--- src/rtl/reg_wb_unit_pkg.sv ---
// rtl/reg_wb_unit_pkg.sv - shared widths, writeback source codes and queue entry type
package reg_wb_unit_pkg;

   localparam int REG_ADDR_WIDTH = 5;
   localparam int REG_WIDTH      = 32;

   typedef enum logic [1:0] {
      WB_SRC_NONE = 2'd0,
      WB_SRC_ALU  = 2'd1,
      WB_SRC_LSU  = 2'd2
   } wb_src_e;

   typedef struct packed {
      logic [REG_ADDR_WIDTH-1:0] rd;
      logic [REG_WIDTH-1:0]      data;
   } wb_entry_t;

   // x0 is hardwired, so it never matches anything in flight
   function automatic logic addr_hit(input logic [REG_ADDR_WIDTH-1:0] a,
                                     input logic [REG_ADDR_WIDTH-1:0] b);
      return (a != '0) && (a == b);
   endfunction

endpackage

--- src/rtl/reg_wb_unit_wb_fifo.sv ---
// rtl/reg_wb_unit_wb_fifo.sv - synchronous LSU result queue exposing per-entry valid and rd
module wb_fifo
   import reg_wb_unit_pkg::*;
#(
   parameter int DEPTH = 4,
   parameter int PW    = $clog2(DEPTH),
   parameter int CW    = $clog2(DEPTH) + 1
) (
   input  logic                                  clk,
   input  logic                                  rst,
   input  logic                                  push,
   input  wb_entry_t                             push_entry,
   input  logic                                  pop,
   output wb_entry_t                             head,
   output logic [CW-1:0]                         count,
   output logic [DEPTH-1:0]                      entry_valid,
   output logic [DEPTH-1:0][REG_ADDR_WIDTH-1:0]  entry_rd
);

   wb_entry_t         mem [DEPTH];
   logic [PW-1:0]     wr_ptr;
   logic [PW-1:0]     rd_ptr;

   always_ff @(posedge clk) begin
      if (push) mem[wr_ptr] <= push_entry;
   end

   // Pointers wrap naturally because DEPTH is a power of two
   always_ff @(posedge clk) begin
      if (rst) begin
         wr_ptr      <= '0;
         rd_ptr      <= '0;
         count       <= '0;
         entry_valid <= '0;
      end else begin
         if (push) begin
            entry_valid[wr_ptr] <= 1'b1;
            wr_ptr              <= wr_ptr + 1'b1;
         end
         if (pop) begin
            entry_valid[rd_ptr] <= 1'b0;
            rd_ptr              <= rd_ptr + 1'b1;
         end
         count <= count + CW'(push) - CW'(pop);
      end
   end

   assign head = mem[rd_ptr];

   always_comb begin
      entry_rd = '0;
      for (int i = 0; i < DEPTH; i++) entry_rd[i] = mem[i].rd;
   end

endmodule

--- src/rtl/reg_wb_unit.sv ---
// rtl/reg_wb_unit.sv - register file writeback arbiter with operand bypass and LSU hazard detect
module reg_wb_unit
   import reg_wb_unit_pkg::*;
#(
   parameter int LSU_FIFO_DEPTH = 4,
   parameter int STARVE_LIMIT   = 8
) (
   input  logic                      clk,
   input  logic                      rst,
   input  logic                      alu_valid,
   input  logic [REG_ADDR_WIDTH-1:0] alu_rd,
   input  logic [REG_WIDTH-1:0]      alu_data,
   input  logic                      lsu_valid,
   output logic                      lsu_ready,
   input  logic [REG_ADDR_WIDTH-1:0] lsu_rd,
   input  logic [REG_WIDTH-1:0]      lsu_data,
   output logic                      alu_stall,
   output logic                      reg_wen,
   output logic [REG_ADDR_WIDTH-1:0] reg_w_addr,
   output logic [REG_WIDTH-1:0]      reg_w_data,
   input  logic [REG_ADDR_WIDTH-1:0] rs1_addr,
   input  logic [REG_ADDR_WIDTH-1:0] rs2_addr,
   input  logic [REG_ADDR_WIDTH-1:0] hz_rd,
   input  logic [REG_WIDTH-1:0]      rf_rdata1,
   input  logic [REG_WIDTH-1:0]      rf_rdata2,
   output logic [REG_WIDTH-1:0]      op_data1,
   output logic [REG_WIDTH-1:0]      op_data2,
   output logic                      lsu_hazard
);

   localparam int CW = $clog2(LSU_FIFO_DEPTH) + 1;
   localparam int SW = $clog2(STARVE_LIMIT + 1);

   logic [CW-1:0]                              count;
   logic                                       q_empty;
   logic                                       push;
   logic                                       pop;
   wb_entry_t                                  head;
   logic [LSU_FIFO_DEPTH-1:0]                  entry_valid;
   logic [LSU_FIFO_DEPTH-1:0][REG_ADDR_WIDTH-1:0] entry_rd;
   wb_src_e                                    sel;
   logic [SW-1:0]                              starve_cnt;
   logic [SW-1:0]                              starve_next;

   assign q_empty   = (count == '0);
   assign lsu_ready = (count != CW'(LSU_FIFO_DEPTH));
   // Writes to x0 are acknowledged but never occupy a queue slot
   assign push      = lsu_valid && lsu_ready && (lsu_rd != '0);
   assign pop       = (sel == WB_SRC_LSU);

   wb_fifo #(.DEPTH(LSU_FIFO_DEPTH)) u_fifo (
      .clk         (clk),
      .rst         (rst),
      .push        (push),
      .push_entry  ('{rd: lsu_rd, data: lsu_data}),
      .pop         (pop),
      .head        (head),
      .count       (count),
      .entry_valid (entry_valid),
      .entry_rd    (entry_rd)
   );

   always_comb begin
      sel = WB_SRC_NONE;
      if (alu_valid && (alu_rd != '0)) sel = WB_SRC_ALU;
      else if (!q_empty)               sel = WB_SRC_LSU;
   end

   always_ff @(posedge clk) begin
      if (rst) begin
         reg_wen    <= 1'b0;
         reg_w_addr <= '0;
         reg_w_data <= '0;
      end else begin
         case (sel)
            WB_SRC_ALU: begin
               reg_wen    <= 1'b1;
               reg_w_addr <= alu_rd;
               reg_w_data <= alu_data;
            end
            WB_SRC_LSU: begin
               reg_wen    <= 1'b1;
               reg_w_addr <= head.rd;
               reg_w_data <= head.data;
            end
            default: reg_wen <= 1'b0;
         endcase
      end
   end

   // Counts ALU wins over a waiting queue; saturates at the limit
   always_comb begin
      starve_next = starve_cnt;
      if (pop || q_empty)
         starve_next = '0;
      else if (sel == WB_SRC_ALU && starve_cnt < SW'(STARVE_LIMIT))
         starve_next = starve_cnt + 1'b1;
   end

   always_ff @(posedge clk) begin
      if (rst) begin
         starve_cnt <= '0;
         alu_stall  <= 1'b0;
      end else begin
         starve_cnt <= starve_next;
         alu_stall  <= (starve_next >= SW'(STARVE_LIMIT));
      end
   end

   always_comb begin
      lsu_hazard = 1'b0;
      for (int i = 0; i < LSU_FIFO_DEPTH; i++) begin
         if (entry_valid[i] && (addr_hit(rs1_addr, entry_rd[i]) ||
                                addr_hit(rs2_addr, entry_rd[i]) ||
                                addr_hit(hz_rd, entry_rd[i])))
            lsu_hazard = 1'b1;
      end
   end

   assign op_data1 = (rs1_addr == '0) ? '0 :
                     (reg_wen && reg_w_addr == rs1_addr) ? reg_w_data : rf_rdata1;
   assign op_data2 = (rs2_addr == '0) ? '0 :
                     (reg_wen && reg_w_addr == rs2_addr) ? reg_w_data : rf_rdata2;

endmodule

--- config.mk ---
export PLATFORM = sky130hd
export DESIGN_NAME = reg_wb_unit
export DESIGN_NICKNAME = d
export VERILOG_FILES = /design/src/rtl/reg_wb_unit_pkg.sv /design/src/rtl/reg_wb_unit_wb_fifo.sv /design/src/rtl/reg_wb_unit.sv
export SDC_FILE = /design/constraint.sdc
export NUM_CORES = 1
export LEC_CHECK = 0
export BUFFER_PORTS_ARGS = -buffer_cell sky130_fd_sc_hd__buf_2
export CAP_MARGIN = 20
export CORE_AREA = 2 2 177 179
export CTS_BUF_LIST = sky130_fd_sc_hd__clkbuf_4 sky130_fd_sc_hd__clkbuf_8
export DETAILED_ROUTE_END_ITERATION = 16
export DIE_AREA = 0 0 179 181
export PLACE_DENSITY = 0.66
export SLEW_MARGIN = 20
export SYNTH_ARGS = -nofsm -noshare
export SYNTH_HDL_FRONTEND = slang
export SYNTH_SLANG_ARGS = --single-unit
--- constraint.sdc ---
create_clock -name clk -period 4 [get_ports clk]
set_input_delay 0.2 -clock clk [delete_from_list [all_inputs] [get_ports clk]]
set_output_delay 0.2 -clock clk [all_outputs]
set_load 0.02 [all_outputs]
# ---- Word-level counts from Yosys, hierarchy flattened
# Memories as Yosys holds them, arrays and structs flattened. A register that Yosys moved wholly into a read port is not among the register bits.
# Cells that the tools add are included.
dict set report op_classes {
  n_addsub 5
  div 0
  n_reduce_logical 43
  n_eq_ne 17
  magnitude_cmp 6
  mul 0
  n_shift 0
  mux 26
  bitwise 3
}
# op n
set op_table {}
lappend op_table {{2-to-1 mux 32 bit} 4}
lappend op_table {{equality test 5 bit} 14}
lappend op_table {{one-hot mux 32 bit (2 select lines)} 1}
lappend op_table {{nonzero test 5 bit} 5}
lappend op_table {{logical AND 1 bit} 24}
lappend op_table {{2-to-1 mux 4 bit} 5}
lappend op_table {{zero test 5 bit} 2}
lappend op_table {{one-hot mux 5 bit (2 select lines)} 1}
lappend op_table {{logical OR 1 bit} 9}
lappend op_table {{2-to-1 mux 1 bit} 9}
lappend op_table {{2-to-1 mux 2 bit} 4}
lappend op_table {{< comparator 2 x 3 -> 1 bit (second input constant)} 2}
lappend op_table {{adder 2 x 1 -> 2 bit (second input constant)} 2}
lappend op_table {{adder 4 x 1 -> 4 bit (second input constant)} 1}
lappend op_table {{bitwise AND 4 bit} 1}
lappend op_table {{demux 1 bit (select 2 bit)} 2}
lappend op_table {{greater-or-equal comparator 2 x 1 -> 1 bit (second input constant)} 2}
lappend op_table {{greater-or-equal comparator 4 bit (second input constant)} 1}
lappend op_table {{< comparator 4 bit (second input constant)} 1}
lappend op_table {{inverter 4 bit} 1}
lappend op_table {{OR 4 bit} 1}
lappend op_table {{adder 3 x 1 -> 3 bit} 1}
lappend op_table {{zero test 3 bit} 1}
lappend op_table {{inequality test 3 bit (second input constant)} 1}
lappend op_table {{other kinds (5)} 5}
dict set report totals {
  output_inout_bits 105
  input_bits 157
  reg_bits 54
  latch_bits 0
  elab_cells 110
  rom_bits 0
  n_memories 1
  ram_bits 148
}
# memory words word_bits rd rd_clocked_by_memory_dff write_ports line
set memory_table {}
lappend memory_table {u_fifo.mem 4 37 5 1 1 reg_wb_unit_wb_fifo.sv:20} ;# wb_entry_t mem [DEPTH];

# ---- Logic depth before layout (Yosys ltp)
dict set report logic_depth {
  depth_word 9
  mapped_depth 11
  mapped_depth_nobuf 10
}

# ---- By module
# A second synthesis with hierarchy kept.
dict set report hier_totals {
  cells_unflattened 734
  hier_area_um2 9990.8
}
# mod n_inst area_each_um2 cells_each
set modules_own_cells {}
lappend modules_own_cells {wb_fifo 1 6159.7 272}
lappend modules_own_cells {reg_wb_unit 1 3831.2 462}

# ---- Worst setup path after synthesis
# OpenSTA, ideal clock, no wires.
dict set report synth_path {
  path_kind {flip-flop to flip-flop}
  start {register u_fifo.count[1]}
  end {memory u_fifo.mem[0][0] (netlist name) (enable)}
  setup_slack_ns 1.515
  required_ns 3.602
  synth_period_minus_slack_ns 2.485
  n_path_buf 1
  stages_incl_launch_ff 6
  t_arrival_ns 2.087
  setup_ns 0.398
  cell_sequence {dfxtp_1 -> inv_1 -> nand3_1 -> o211a_1 -> clkbuf_1 -> and2_1}
}
dict set report synth_via {
  elab_chain_len 5
}
# item line
set synth_lines {}
lappend synth_lines {{start, declared} reg_wb_unit_wb_fifo.sv:15} ;# output logic [CW-1:0] count,
lappend synth_lines {{start signal, assigned} reg_wb_unit_wb_fifo.sv:44} ;# count <= count + CW'(push) - CW'(pop);
lappend synth_lines {{inequality test 3 bit} reg_wb_unit.sv:46} ;# assign lsu_ready = (count != CW'(LSU_FIFO_DEPTH));
lappend synth_lines {{named net lsu_ready} reg_wb_unit.sv:14} ;# output logic lsu_ready,
lappend synth_lines {{logical AND 1 bit (2 in a row)} reg_wb_unit.sv:48} ;# assign push = lsu_valid && lsu_ready && (lsu_rd != '0);
lappend synth_lines {{2-to-1 mux 1 bit} reg_wb_unit_wb_fifo.sv:25} ;# if (push) mem[wr_ptr] <= push_entry;
lappend synth_lines {{2-to-1 mux 1 bit (implied by the code)} reg_wb_unit_wb_fifo.sv:25}
lappend synth_lines {{end, declared} reg_wb_unit_wb_fifo.sv:20}
# The timed path passes the listed nets, and every way through them passes these cells.

# ---- Worst setup path in the final report
dict set report layout_path {
  start {register reg_w_addr[2]}
  end {output op_data2[14]}
}
dict set report layout_via {
  elab_chain_len 4
}
# item line
set layout_lines {}
lappend layout_lines {{start, declared} reg_wb_unit.sv:19} ;# output logic [REG_ADDR_WIDTH-1:0] reg_w_addr,
lappend layout_lines {{start signal, assigned} reg_wb_unit.sv:78} ;# reg_w_addr <= alu_rd;
lappend layout_lines {{start signal, assigned} reg_wb_unit.sv:83} ;# reg_w_addr <= head.rd;
lappend layout_lines {{equality test 5 bit} reg_wb_unit.sv:123} ;# (reg_wen && reg_w_addr == rs2_addr) ? reg_w_data : rf_rdata2;
lappend layout_lines {{logical AND 1 bit} reg_wb_unit.sv:123}
lappend layout_lines {{2-to-1 mux 32 bit} reg_wb_unit.sv:123}
lappend layout_lines {{2-to-1 mux 32 bit} reg_wb_unit.sv:122} ;# assign op_data2 = (rs2_addr == '0) ? '0 :
lappend layout_lines {{end, declared} reg_wb_unit.sv:27} ;# output logic [REG_WIDTH-1:0] op_data2,
# Every way passes these cells.

==> key figures <==
Outcome
  – Outcome: finished clean

Global routing
  – Largest net degree at the start of global routing: 76
  – Vias in the first global route: 7,230
  – Initial antenna violation count: 3
  – Total grt overflow: 0
  – First-pass GRT wire length: 39,950 um
  – GRT Overall Usage: 0.1625

Placed design
  – PortBufs: 261
  – Dpl cell area: 11,450 um2
  – Routability cong.: 0.8739
  – Detailed placement HPWL: 17,430 um

Setup path
  – R2R depth: 5
  – Critical Path Sink Type: primary output
  – R2R setup slack: 1.30 ns
  – Setup crit start kind: flop
  – Worst Path Max Fanout: 20
  – CP arrival: 2.96 ns
  – WP data required: 3.80 ns
  – Critical setup path kind: reg -> out
  – Worst R2R End: reg_w_addr[1]

Pwr
  – Maximum VDD drop: 0.3548 mV
  – Clock share of power: 0.302
  – Pint: 4695 uW
  – Sw power: 2138 uW
  – Pwr dens: 526.5 nW/um2
  – Combinational share of power: 0.279
  – Sequential share of power: 0.418
  – Pleak: 0.004986 uW
  – Switching Share: 0.3129

Timing
  – Final Cycle Share: 0.7901
  – Final setup fails: 0
  – Fin Setup TNS: 0 ns
  – Slew @ Worst Pin: 1.040 ns
  – Fin. Hold Viols: 0
  – Fmax: 0.3164 GHz
  – Layout Skew: 0.01487 ns
  – Slew HR: 0.3069
  – Slew Viols, Final: 0
  – Fin crit period: 3.161 ns
  – RSZ-0062 raised after global routing: false

Synthesis
  – Netlist Area Pre-Place: 9915 um2
  – Fraction of the mapped netlist area in adder cells: 0.01590
  – Post-Synth Simple-Gate Area: 0.07521
  – Yosys warnings: 0
  – Async S/R FF share, synth: 0
  – Syn Nets: 878
  – Compound-gate portion of the synthesized area: 0.05427
  – Count of cell types in the netlist: 36
  – Post-synth EDFFs: 148
  – Seq/Total Area, Yosys: 0.5593
  – Synth Flop Type: edfxtp_1
  – Post-synthesis register bit count: 203
  – Post-synthesis instance total: 709
  – Largest family of logic cells by synthesized area: multiplexers
  – Syn Area/Cell: 13.98 um2
  – Multiplexer share of the synthesized area: 0.1892
  – Post-synthesis xor/xnor area fraction: 0.06714

Floorplan
  – Rows: 64
  – Ports: 262
  – Die Wd: 179 um
  – Core area: 30,350 um2
  – Initial Utilization: 0.3267
  – Total Die Area: 32,400 um2
  – Die height: 181 um

Worst hold path
  – Hold path start: alu_data[11]
  – Hold Path End: reg_w_data[11]
  – Worst Hold Class: in -> reg
  – Hold Crit Depth: 3

Route
  – Post-DR wirelength/cell: 18.24 um
  – Final ANT Viol Nets: 0
  – Drt first pass iters: 4
  – Routed Wire Length: 26,580 um
  – Via density per instance: 4.755
  – Initial DRC count: 330
  – Via count: 6,928
  – Drc violations: 0

Clock tree
  – Worst-case clock buffer depth: 3
  – PostCTS Resize Cnt: 0
  – Clock Pin Slew Worst Setup and Hold Paths: 0.05 ns
  – Total CTS buffers: 36
  – H-tree depth: 2
  – Post-cts hold buffer count: 72
  – Setup Fix Bufs, Post-CTS: 0
  – CTS tree: yes
  – Root Buffer: clkbuf_8
  – Clock tree sinks: 203
  – Clk_lat worst skew: 0.52 ns

Run
  – Max_cap viols: 0

Cells and area
  – Cell area after layout: 12,980 um2
  – Ratio of cells with drive above 1 in the final layout: 0.3890
  – Fin nets: 1,201
  – Syn-to-layout area delta: 30.92%
==> area by class of cell <==
class	instances	area, um2
multi-input combinational	441	4006
clock buffer	45	569.3
antenna	2	5.005
clock inverter	20	209.0
timing repair buffer	342	2115
tap	396	495.5
inverter	8	30.03
sequential	203	5550
fill	2809	17370
==> worst max-delay path: stages, from the launching register on <==
cell and delay [ns]:
dfxtp_1 0.34, xor2_1 0.18, nor4_1 0.39, and3_2 0.57, buf_4 0.47, mux2i_1 0.25
nor2_1 0.06, buf_2 0.18
==> per-layer routing <==
layer / wire (um) / GRT usage / vias to the layer above
li1: - / - / 3288
met1: 10900 / 0.1957 / 3317
met2: 13310 / 0.2895 / 278
met3: 1756 / 0.03199 / 43
met4: 597 / 0.05041 / 2
met5: 13 / 0 / -
==> worst max path at each step <==
| stage | slack [ns] | endpoint | startpoint |
|---|---|---|---|
| floorplan | 1.51 | u_fifo.mem[0][0] | u_fifo.count[1] |
| global placement | 1.17 | u_fifo.count[2] | alu_rd[3] |
| detailed placement | 1.11 | u_fifo.count[2] | alu_rd[3] |
| CTS | 0.81 | op_data2[28] | reg_w_addr[2] |
| global route | 0.68 | op_data2[11] | reg_w_addr[2] |
| finish | 0.84 | op_data2[14] | reg_w_addr[2] |
==> registers in the layout (all words and copies together) (netlist names), named ones only <==
name                count
u_fifo.mem            148
reg_w_data             32
reg_w_addr              5
u_fifo.entry_valid      4
starve_cnt              3
u_fifo.count            3
u_fifo.rd_ptr           2
u_fifo.wr_ptr           2
alu_stall               1
reg_wen                 1
==> metrics by stage <==
step | worst slack, ns | instances | power [uW] | hold WS (ns) | utilization
6_report | 0.8394 | 1457 | 6834 | 0.03017 | 0.4277
5_1_grt | 0.6764 | 1455 | 7209 | 0.008749 | 0.4275
4_1_cts | 0.8127 | 1454 | 6946 | 0.002096 | 0.4265
3_5_place_dp | 1.109 | 1317 | 4778 | 0.4184 | 0.3771
3_3_place_gp | 1.171 | 1317 | 4740 | 0.4159 | 0.3771
2_1_floorplan | 1.515 | 709 | 4199 | 0.2989 | -
==> cells in the final DEF, fill, tap and decap left out, types with 3 or more instances in the layout <==
master and instances:
buf_2 261, edfxtp_1 148, nor2_1 111, mux2i_1 103, dlygate4sd3_1 72, dfxtp_1 53, xnor2_1 43, mux4_2 37
clkbuf_8 37, xor2_1 33, a211oi_2 30, nor4_1 14, nand3_1 13, ha_1 11, a211oi_1 10, inv_1 8
clkbuf_4 8, buf_4 8, clkinv_1 6, a21oi_1 5, clkinv_2 5, nor2b_1 4, o31ai_1 4, bufinv_16 4
or4_1 3
==> power by group through the flow <==
stage                     Combinational [uW]  Clock, uW  Sequential [uW]
final                                   1910       2070             2860
after global routing                    2070       2230             2910
after CTS                               1910       2140             2890
after detailed placement                1840          0             2930
after global placement                  1820          0             2920
after floorplan                         1380          0             2820
==> logic make-up after synthesis <==
logic type | after synthesis
flip-flops | 203
AND/OR/NAND/NOR | 159
multiplexers | 141
XOR/XNOR | 76
buffers and inverters | 65
AO/OA/AOI/OAI | 53
adder cells (fa/ha/maj) | 12
==> cell usage after synthesis, types with 2 or more instances <==
| master | n | area (um2) |
|---|---|---|
| a211oi_1 | 10 | 75.07 |
| a211oi_2 | 30 | 375.4 |
| nand3_1 | 13 | 65.06 |
| buf_2 | 24 | 120.1 |
| and3_1 | 2 | 12.51 |
| mux4_2 | 37 | 833.3 |
| a21oi_1 | 5 | 25.02 |
| mux2i_1 | 103 | 1031 |
| nor2_1 | 111 | 416.7 |
| dfxtp_1 | 55 | 1101 |
| xnor2_1 | 43 | 376.6 |
| and2_1 | 4 | 25.02 |
| ha_1 | 11 | 137.6 |
| buf_4 | 8 | 60.06 |
| or4_4 | 2 | 22.52 |
| xor2_1 | 33 | 289.0 |
| nor2_8 | 2 | 40.04 |
| buf_6 | 11 | 123.9 |
| or4_1 | 3 | 22.52 |
| edfxtp_1 | 148 | 4444 |
| nor2b_1 | 4 | 25.02 |
| nor4_1 | 14 | 87.58 |
| o31ai_1 | 4 | 30.03 |
| inv_1 | 8 | 30.03 |
| clkbuf_1 | 13 | 48.80 |
Power figures use the tool's default switching activity.
